===== src/rtl/axi_io_reg_slave_if.sv =====
// AXI4 bus bundle between the role's 32-bit IO master and the register-array responder.
interface axi_io_reg_slave_if;
  logic [31:0] awaddr;
  logic [1:0]  awburst;
  logic [7:0]  awlen;
  logic [2:0]  awsize;
  logic        awvalid;
  logic        awready;
  logic [31:0] wdata;
  logic [3:0]  wstrb;
  logic        wlast;
  logic        wvalid;
  logic        wready;
  logic [1:0]  bresp;
  logic        bvalid;
  logic        bready;
  logic [31:0] araddr;
  logic [1:0]  arburst;
  logic [7:0]  arlen;
  logic [2:0]  arsize;
  logic        arvalid;
  logic        arready;
  logic [31:0] rdata;
  logic [1:0]  rresp;
  logic        rlast;
  logic        rvalid;
  logic        rready;

  modport master (
    output awaddr, awburst, awlen, awsize, awvalid,
    output wdata, wstrb, wlast, wvalid, bready,
    output araddr, arburst, arlen, arsize, arvalid, rready,
    input  awready, wready, bresp, bvalid, arready, rdata, rresp, rlast, rvalid
  );

  modport slave (
    input  awaddr, awburst, awlen, awsize, awvalid,
    input  wdata, wstrb, wlast, wvalid, bready,
    input  araddr, arburst, arlen, arsize, arvalid, rready,
    output awready, wready, bresp, bvalid, arready, rdata, rresp, rlast, rvalid
  );
endinterface


===== src/rtl/axi_io_reg_slave.sv =====
// AXI4 responder terminating IO-master bursts into a local 32-bit register array.
// Define AXI_IO_SLV_WRAP_BURST_EN to accept WRAP bursts; otherwise every WRAP beat is SLVERR.
module axi_io_reg_slave #(
  parameter int unsigned NUM_REGS  = 16,
  parameter logic [31:0] BASE_ADDR = 32'h0000_0000
) (
  input logic               aclk,
  input logic               areset,
  axi_io_reg_slave_if.slave bus
);

`ifdef AXI_IO_SLV_WRAP_BURST_EN
  localparam logic WrapEn = 1'b1;
`else
  localparam logic WrapEn = 1'b0;
`endif

  localparam int unsigned IdxW      = $clog2(NUM_REGS);
  localparam logic [31:0] SpanBytes = 32'(NUM_REGS * 4);

  typedef enum logic [1:0] {WIdle, WData, WResp} w_state_e;
  typedef enum logic {RIdle, RData} r_state_e;

  function automatic logic beat_ok(logic [31:0] addr, logic [7:0] len, logic [1:0] burst,
                                   logic [2:0] size);
    logic ok;
    logic len_legal;
    len_legal = (len == 8'd1) || (len == 8'd3) || (len == 8'd7) || (len == 8'd15);
    ok = (size == 3'b010) && ((addr - BASE_ADDR) < SpanBytes) && (burst != 2'b11);
    if (burst == 2'b10 && !(WrapEn && len_legal)) ok = 1'b0;
    return ok;
  endfunction

  function automatic logic [31:0] next_addr(logic [31:0] addr, logic [7:0] len,
                                            logic [1:0] burst);
    logic [31:0] mask;
    logic [31:0] res;
    mask = (({24'd0, len} + 32'd1) << 2) - 32'd1;
    case (burst)
      2'b01:   res = addr + 32'd4;
      2'b10:   res = (addr & ~mask) | ((addr + 32'd4) & mask);
      default: res = addr;
    endcase
    return res;
  endfunction

  logic [31:0] regs [NUM_REGS];

  // Write channel state
  w_state_e    w_state;
  logic [31:0] w_addr;
  logic [7:0]  w_len;
  logic [7:0]  w_beat;
  logic [1:0]  w_burst;
  logic [2:0]  w_size;
  logic        w_err;
  logic        w_ok;
  logic        w_err_nxt;
  logic [IdxW-1:0] w_idx;

  assign w_ok      = beat_ok(w_addr, w_len, w_burst, w_size);
  assign w_idx     = IdxW'((w_addr - BASE_ADDR) >> 2);
  assign w_err_nxt = w_err | ~w_ok | (bus.wlast != (w_beat == w_len));

  always_ff @(posedge aclk) begin
    if (areset) begin
      w_state     <= WIdle;
      bus.awready <= 1'b1;
      bus.wready  <= 1'b0;
      bus.bvalid  <= 1'b0;
      bus.bresp   <= 2'b00;
      w_addr      <= '0;
      w_len       <= '0;
      w_beat      <= '0;
      w_burst     <= '0;
      w_size      <= '0;
      w_err       <= 1'b0;
      for (int i = 0; i < NUM_REGS; i++) regs[i] <= '0;
    end else begin
      unique case (w_state)
        WIdle: begin
          if (bus.awvalid) begin
            w_addr      <= bus.awaddr;
            w_len       <= bus.awlen;
            w_burst     <= bus.awburst;
            w_size      <= bus.awsize;
            w_beat      <= '0;
            w_err       <= 1'b0;
            bus.awready <= 1'b0;
            bus.wready  <= 1'b1;
            w_state     <= WData;
          end
        end
        WData: begin
          if (bus.wvalid) begin
            if (w_ok) begin
              for (int b = 0; b < 4; b++) begin
                if (bus.wstrb[b]) regs[w_idx][8*b +: 8] <= bus.wdata[8*b +: 8];
              end
            end
            w_err <= w_err_nxt;
            // A missing wlast still closes the burst after len+1 beats.
            if (bus.wlast || (w_beat == w_len)) begin
              bus.wready <= 1'b0;
              bus.bvalid <= 1'b1;
              bus.bresp  <= w_err_nxt ? 2'b10 : 2'b00;
              w_state    <= WResp;
            end else begin
              w_beat <= w_beat + 8'd1;
              w_addr <= next_addr(w_addr, w_len, w_burst);
            end
          end
        end
        WResp: begin
          if (bus.bready) begin
            bus.bvalid  <= 1'b0;
            bus.awready <= 1'b1;
            w_state     <= WIdle;
          end
        end
        default: w_state <= WIdle;
      endcase
    end
  end

  // Read channel state
  r_state_e    r_state;
  logic [31:0] r_addr;
  logic [7:0]  r_len;
  logic [7:0]  r_beat;
  logic [1:0]  r_burst;
  logic [2:0]  r_size;
  logic [31:0] r_nxt_addr;
  logic [31:0] ld_addr;
  logic        ld_ok;
  logic [IdxW-1:0] ld_idx;

  assign r_nxt_addr = next_addr(r_addr, r_len, r_burst);

  // Address of the beat loaded at the next edge: AR address when idle, else the stepped one.
  always_comb begin
    ld_addr = r_nxt_addr;
    ld_ok   = beat_ok(r_nxt_addr, r_len, r_burst, r_size);
    if (r_state == RIdle) begin
      ld_addr = bus.araddr;
      ld_ok   = beat_ok(bus.araddr, bus.arlen, bus.arburst, bus.arsize);
    end
  end

  assign ld_idx = IdxW'((ld_addr - BASE_ADDR) >> 2);

  always_ff @(posedge aclk) begin
    if (areset) begin
      r_state     <= RIdle;
      bus.arready <= 1'b1;
      bus.rvalid  <= 1'b0;
      bus.rlast   <= 1'b0;
      bus.rresp   <= 2'b00;
      bus.rdata   <= '0;
      r_addr      <= '0;
      r_len       <= '0;
      r_beat      <= '0;
      r_burst     <= '0;
      r_size      <= '0;
    end else begin
      unique case (r_state)
        RIdle: begin
          if (bus.arvalid) begin
            r_addr      <= bus.araddr;
            r_len       <= bus.arlen;
            r_burst     <= bus.arburst;
            r_size      <= bus.arsize;
            r_beat      <= '0;
            bus.rdata   <= ld_ok ? regs[ld_idx] : 32'd0;
            bus.rresp   <= ld_ok ? 2'b00 : 2'b10;
            bus.rlast   <= (bus.arlen == 8'd0);
            bus.rvalid  <= 1'b1;
            bus.arready <= 1'b0;
            r_state     <= RData;
          end
        end
        RData: begin
          if (bus.rready) begin
            if (bus.rlast) begin
              bus.rvalid  <= 1'b0;
              bus.rlast   <= 1'b0;
              bus.arready <= 1'b1;
              r_state     <= RIdle;
            end else begin
              r_addr    <= r_nxt_addr;
              r_beat    <= r_beat + 8'd1;
              bus.rdata <= ld_ok ? regs[ld_idx] : 32'd0;
              bus.rresp <= ld_ok ? 2'b00 : 2'b10;
              bus.rlast <= ((r_beat + 8'd1) == r_len);
            end
          end
        end
        default: r_state <= RIdle;
      endcase
    end
  end

endmodule


===== src/flat_wrapper.sv =====
// flat-port wrapper written by rule: the top's interface ports become plain ports
module axi_io_reg_slave_flat 
#(
  parameter int unsigned NUM_REGS  = 16,
  parameter logic [31:0] BASE_ADDR = 32'h0000_0000
)
  (aclk, areset, bus_awaddr, bus_awburst, bus_awlen, bus_awsize, bus_awvalid, bus_wdata, bus_wstrb, bus_wlast, bus_wvalid, bus_bready, bus_araddr, bus_arburst, bus_arlen, bus_arsize, bus_arvalid, bus_rready, bus_awready, bus_wready, bus_bresp, bus_bvalid, bus_arready, bus_rdata, bus_rresp, bus_rlast, bus_rvalid);
  axi_io_reg_slave_if bus_i ();
  input logic aclk;
  input logic areset;
  input wire logic [$bits(bus_i.awaddr)-1:0] bus_awaddr;
  input wire logic [$bits(bus_i.awburst)-1:0] bus_awburst;
  input wire logic [$bits(bus_i.awlen)-1:0] bus_awlen;
  input wire logic [$bits(bus_i.awsize)-1:0] bus_awsize;
  input wire logic [$bits(bus_i.awvalid)-1:0] bus_awvalid;
  input wire logic [$bits(bus_i.wdata)-1:0] bus_wdata;
  input wire logic [$bits(bus_i.wstrb)-1:0] bus_wstrb;
  input wire logic [$bits(bus_i.wlast)-1:0] bus_wlast;
  input wire logic [$bits(bus_i.wvalid)-1:0] bus_wvalid;
  input wire logic [$bits(bus_i.bready)-1:0] bus_bready;
  input wire logic [$bits(bus_i.araddr)-1:0] bus_araddr;
  input wire logic [$bits(bus_i.arburst)-1:0] bus_arburst;
  input wire logic [$bits(bus_i.arlen)-1:0] bus_arlen;
  input wire logic [$bits(bus_i.arsize)-1:0] bus_arsize;
  input wire logic [$bits(bus_i.arvalid)-1:0] bus_arvalid;
  input wire logic [$bits(bus_i.rready)-1:0] bus_rready;
  output wire logic [$bits(bus_i.awready)-1:0] bus_awready;
  output wire logic [$bits(bus_i.wready)-1:0] bus_wready;
  output wire logic [$bits(bus_i.bresp)-1:0] bus_bresp;
  output wire logic [$bits(bus_i.bvalid)-1:0] bus_bvalid;
  output wire logic [$bits(bus_i.arready)-1:0] bus_arready;
  output wire logic [$bits(bus_i.rdata)-1:0] bus_rdata;
  output wire logic [$bits(bus_i.rresp)-1:0] bus_rresp;
  output wire logic [$bits(bus_i.rlast)-1:0] bus_rlast;
  output wire logic [$bits(bus_i.rvalid)-1:0] bus_rvalid;
  assign bus_i.awaddr = bus_awaddr;
  assign bus_i.awburst = bus_awburst;
  assign bus_i.awlen = bus_awlen;
  assign bus_i.awsize = bus_awsize;
  assign bus_i.awvalid = bus_awvalid;
  assign bus_i.wdata = bus_wdata;
  assign bus_i.wstrb = bus_wstrb;
  assign bus_i.wlast = bus_wlast;
  assign bus_i.wvalid = bus_wvalid;
  assign bus_i.bready = bus_bready;
  assign bus_i.araddr = bus_araddr;
  assign bus_i.arburst = bus_arburst;
  assign bus_i.arlen = bus_arlen;
  assign bus_i.arsize = bus_arsize;
  assign bus_i.arvalid = bus_arvalid;
  assign bus_i.rready = bus_rready;
  assign bus_awready = bus_i.awready;
  assign bus_wready = bus_i.wready;
  assign bus_bresp = bus_i.bresp;
  assign bus_bvalid = bus_i.bvalid;
  assign bus_arready = bus_i.arready;
  assign bus_rdata = bus_i.rdata;
  assign bus_rresp = bus_i.rresp;
  assign bus_rlast = bus_i.rlast;
  assign bus_rvalid = bus_i.rvalid;
  axi_io_reg_slave #(.NUM_REGS(NUM_REGS), .BASE_ADDR(BASE_ADDR)) u_core (.aclk(aclk), .areset(areset), .bus(bus_i));
endmodule

===== config.mk =====
export PLATFORM = sky130hd
export DESIGN_NAME = axi_io_reg_slave_flat
export DESIGN_NICKNAME = d
export VERILOG_FILES = /design/src/rtl/axi_io_reg_slave_if.sv /design/src/rtl/axi_io_reg_slave.sv /design/src/flat_wrapper.sv
export SDC_FILE = /design/constraint.sdc
export NUM_CORES = 1
export LEC_CHECK = 0
export ABC_CLOCK_PERIOD_IN_PS = 3800
export CORE_AREA = 2 2 260 288
export CTS_CLUSTER_DIAMETER = 60
export DETAILED_ROUTE_END_ITERATION = 8
export DIE_AREA = 0 0 262 290
export PLACE_DENSITY = 0.68
export SLEW_MARGIN = 20
export SYNTH_ARGS = -nofsm -noshare
export SYNTH_HDL_FRONTEND = slang
export SYNTH_SLANG_ARGS = --single-unit

===== constraint.sdc =====
create_clock -name aclk -period 3.8 [get_ports aclk]
set_input_delay 0.95 -clock aclk [delete_from_list [all_inputs] [get_ports aclk]]
set_output_delay 0.95 -clock aclk [all_outputs]
set_load 0.02 [all_outputs]

==> metrics.log <==
[metrics] status: finished clean
[metrics] Max Transition Viols Final: 0
[metrics] path type of the worst min-delay path: reg2reg
[metrics] Horiz. Die Dim: 262 um
[metrics] slew margin rel.: 27.27%
[metrics] Total Routing Usage GR: 23.08%
[metrics] half-perimeter wire length of the detailed placement result: 59,770 um
[metrics] number of synthesized flops with an enable pin: 512
[metrics] gr ovfl total: 0
[metrics] clock buffers created by TritonCTS: 72
[metrics] clock tree sinks: 658
[metrics] layout overhead on the synthesized area: 19.65%
[metrics] CTS tree: yes
[metrics] cell leakage power: 14.53 nW
[metrics] height of the chip: 290 um
[metrics] clock latency of the later-clocked register in the worst-skew pair: 0.64 ns
[metrics] ratio of total power to cell area: 457.4 nW/um^2
[metrics] number of global-route vias before repair: 22.74k
[metrics] Worst EP required: 4.37 ns
[metrics] placed cells: 3,813
[metrics] Hold Violations, Final: 0
[metrics] post-synthesis cell area: 32,670 um^2
[metrics] share of final-layout standard cells stronger than drive strength 1: 17.73%
[metrics] startpoint class of the critical path: flop
[metrics] slowest stage cell, crit path: sky130_fd_sc_hd__a221o_2
[metrics] reported max-cap violation count: 0
[metrics] flip-flop and latch count after synthesis: 658
[metrics] number of cells in the finished layout apart from fillers: 3,964
[metrics] Site Rows: 104
[metrics] minimum period implied by the final worst setup slack: 3.800 ns
[metrics] DIE AREA: 75,980 um^2
[metrics] total via count after detailed routing: 22.69k
[metrics] DR WL/cell: 22.46 um
[metrics] register clock-pin slew on the reported worst setup and hold paths: 0.06 ns
[metrics] number of nets in the finished design: 3,101
[metrics] Worst-Margin Slew: 1.091 ns
[metrics] largest net degree at the start of global routing: 177
[metrics] critical path cell sequence: ha_4, and3_1, o211ai_1, buf_4, buf_4, a221o_2, a21oi_2, a21oi_2, a2111oi_4, nand4_1, buf_4, o41ai_4, buf_6, clkbuf_16, a22o_1
[metrics] sort of element at the end of the critical path: flop
[metrics] final-report setup violation count: 0
[metrics] syn avg cell area: 12.09 um^2
[metrics] post-route standard cell area excluding fillers: 39,090 um^2
[metrics] Max IR drop VDD: 276.3 uV
[metrics] Arr. time, crit path: 4.37 ns
[metrics] final sum of negative setup slack: 0 ns
[metrics] total power: 17.88 mW
[metrics] most common cell after layout, fill and taps aside: sky130_fd_sc_hd__and2_1
[metrics] detailed-route DRC error count: 0
[metrics] Max Clk Rate: 263.2 MHz
[metrics] DP Area: 36,270 um^2
[metrics] initial antenna violation count: 5
[metrics] Post-synth ARST share: 0%
[metrics] highest cell delay on the worst timing path: 0.47 ns
[metrics] most instantiated flip-flop cell in the synthesis netlist: sky130_fd_sc_hd__edfxtp_1
[metrics] root buffer cell: sky130_fd_sc_hd__clkbuf_16
[metrics] most frequent cells in the layout: sky130_fd_sc_hd__and2_1 (514), sky130_fd_sc_hd__edfxtp_1 (512), sky130_fd_sc_hd__nor2_1 (210), sky130_fd_sc_hd__clkdlybuf4s50_1 (168)
[metrics] count of unique library cells instantiated by Yosys: 77
[metrics] worst setup slack for register-to-register paths: 0.0002 ns
[metrics] count of port buffers added during placement: 169
[metrics] cells after synthesis: 2,702
[metrics] Core Box Area: 72,870 um^2
[metrics] Final Routed Wirelength: 89,040 um
[metrics] initial cell density of the core: 44.83%
[metrics] violation count after the first detailed-routing iteration: 1,947
[metrics] via/cell ratio: 5.724
[metrics] post-route clock skew: 0.02940 ns
[metrics] filler instances: 6,101
[metrics] top-level I/O count: 176
[metrics] number of detailed-routing iterations run before antenna repair: 5
[metrics] CP most frequent cell: sky130_fd_sc_hd__buf_4
[metrics] count of synthesis-stage warnings from yosys: 0
[metrics] final standard cell utilization of the core: 53.65%
[metrics] global-route wire length before repair: 133,400 um
[metrics] clock buffer depth: 3
[metrics] CP Class: reg2reg
[metrics] post-route antenna net violation count: 0
[metrics] Crit Path Max Fanout: 8
[metrics] sequential element share of the synthesized area: 56.01%
[metrics] share of the clock period used by the worst path after layout: 99.99%
[metrics] CTS H-Tree Depth: 3
[metrics] routability congestion estimate: 0.9194
[flip-flops by register name (all words and copies together), names as in the netlist, 2 cells and up, named ones only]
| register | cells |
|---|---|
| u_core.w_size | 3 |
| u_core.r_burst | 2 |
| u_core.r_beat | 8 |
| u_core.w_len | 8 |
| u_core.w_state | 2 |
| u_core.regs | 512 |
| u_core.w_burst | 2 |
| u_core.r_len | 8 |
| u_core.r_addr | 30 |
| u_core.bus.rdata | 32 |
| u_core.w_beat | 8 |
| u_core.r_size | 3 |
[area by class of cell]
| class | instances | area (um^2) | area share [%] |
|---|---|---|---|
| sequential | 658 | 18310 | 46.84 |
| multi-input combinational | 1850 | 13800 | 35.31 |
| timing repair buffer | 343 | 3229 | 8.261 |
| clock buffer | 87 | 1898 | 4.855 |
| tap | 954 | 1194 | 3.053 |
| clock inverter | 44 | 555.5 | 1.421 |
| inverter | 25 | 93.84 | 0.2401 |
| antenna | 3 | 7.507 | 0.01920 |
[cell families (layout without fill, tap and decap cells)]
logic type	Yosys count	in the layout	synth area share (%)
adder cells (fa/ha/maj)	17	17	0.6511
buffers and inverters	195	499	2.432
AND/OR/NAND/NOR	1168	1168	19.56
other	1	5	0.01148
flip-flops	658	658	56.01
XOR/XNOR	54	54	1.448
AO/OA/AOI/OAI	370	370	7.663
multiplexers	239	239	12.22
[synthesized netlist by cell type, types with 38 or more instances]
library cell | n | area [um^2]
sky130_fd_sc_hd__and2_1 | 514 | 3216
sky130_fd_sc_hd__edfxtp_1 | 512 | 15370
sky130_fd_sc_hd__nor2_1 | 211 | 792.0
sky130_fd_sc_hd__nand2_1 | 155 | 581.8
sky130_fd_sc_hd__dfxtp_1 | 146 | 2923
sky130_fd_sc_hd__clkbuf_1 | 130 | 488.0
sky130_fd_sc_hd__mux4_2 | 128 | 2883
sky130_fd_sc_hd__mux2i_1 | 111 | 1111
sky130_fd_sc_hd__a21oi_1 | 106 | 530.5
sky130_fd_sc_hd__or2_2 | 67 | 419.2
sky130_fd_sc_hd__o21ai_0 | 61 | 305.3
sky130_fd_sc_hd__a211oi_1 | 39 | 292.8
sky130_fd_sc_hd__nand3_1 | 38 | 190.2
[stage by stage]
stage | hold slack, ns | setup WS [ns]
after CTS | 0.4629 | 0.06330
after global placement | 0.4472 | 0.04626
final | 0.4620 | 0.0002345
after floorplan | 0.4316 | 0.2355
after detailed placement | 0.4521 | 0.01492
after global routing | 0.4892 | -0.09772
[power breakdown]
part | total (mW) | internal, mW | switching [mW]
clock network | 7.27 | 4.25 | 3.02
logic | 2.39 | 1.04 | 1.35
registers | 8.22 | 8.01 | 0.212
[final timing paths]
kind / from / endpoint / cells past startpoint
max: u_core.r_len[1] / u_core.bus.rdata[21] / 15
min: u_core.r_size[1] / u_core.r_size[1] / 2
max reg2reg: u_core.r_len[1] / u_core.bus.rdata[21] / 15
min reg2reg: u_core.r_size[1] / u_core.r_size[1] / 2
[per-layer routing]
metal / part of all wire, % / up-vias / track usage (%)
li1: - / 10467 / -
met1: 40 / 11329 / 29.65
met2: 50 / 711 / 38.65
met3: 5.7 / 179 / 3.092
met4: 4.2 / 2 / 10.62
met5: 0.015 / - / 0
[timing repair]
item	CTS	global route
pin swaps	0	21
hold buffers	0	0
gates resized for setup	3	42
buffers inserted	0	15
gates cloned	0	2
setup endpoints to repair	6	32
[critical path, delay by kind of cell (launching register included)]
kind,cells,cell delay [ns]
buffers and inverters,5,0.94
AOI/OAI and AO/OA,7,1.74
adders and majority gates,1,0.19
DFF,1,0.38
and+or+nand+nor,2,0.45
No activity file was read; power rests on OpenSTA's default activity.
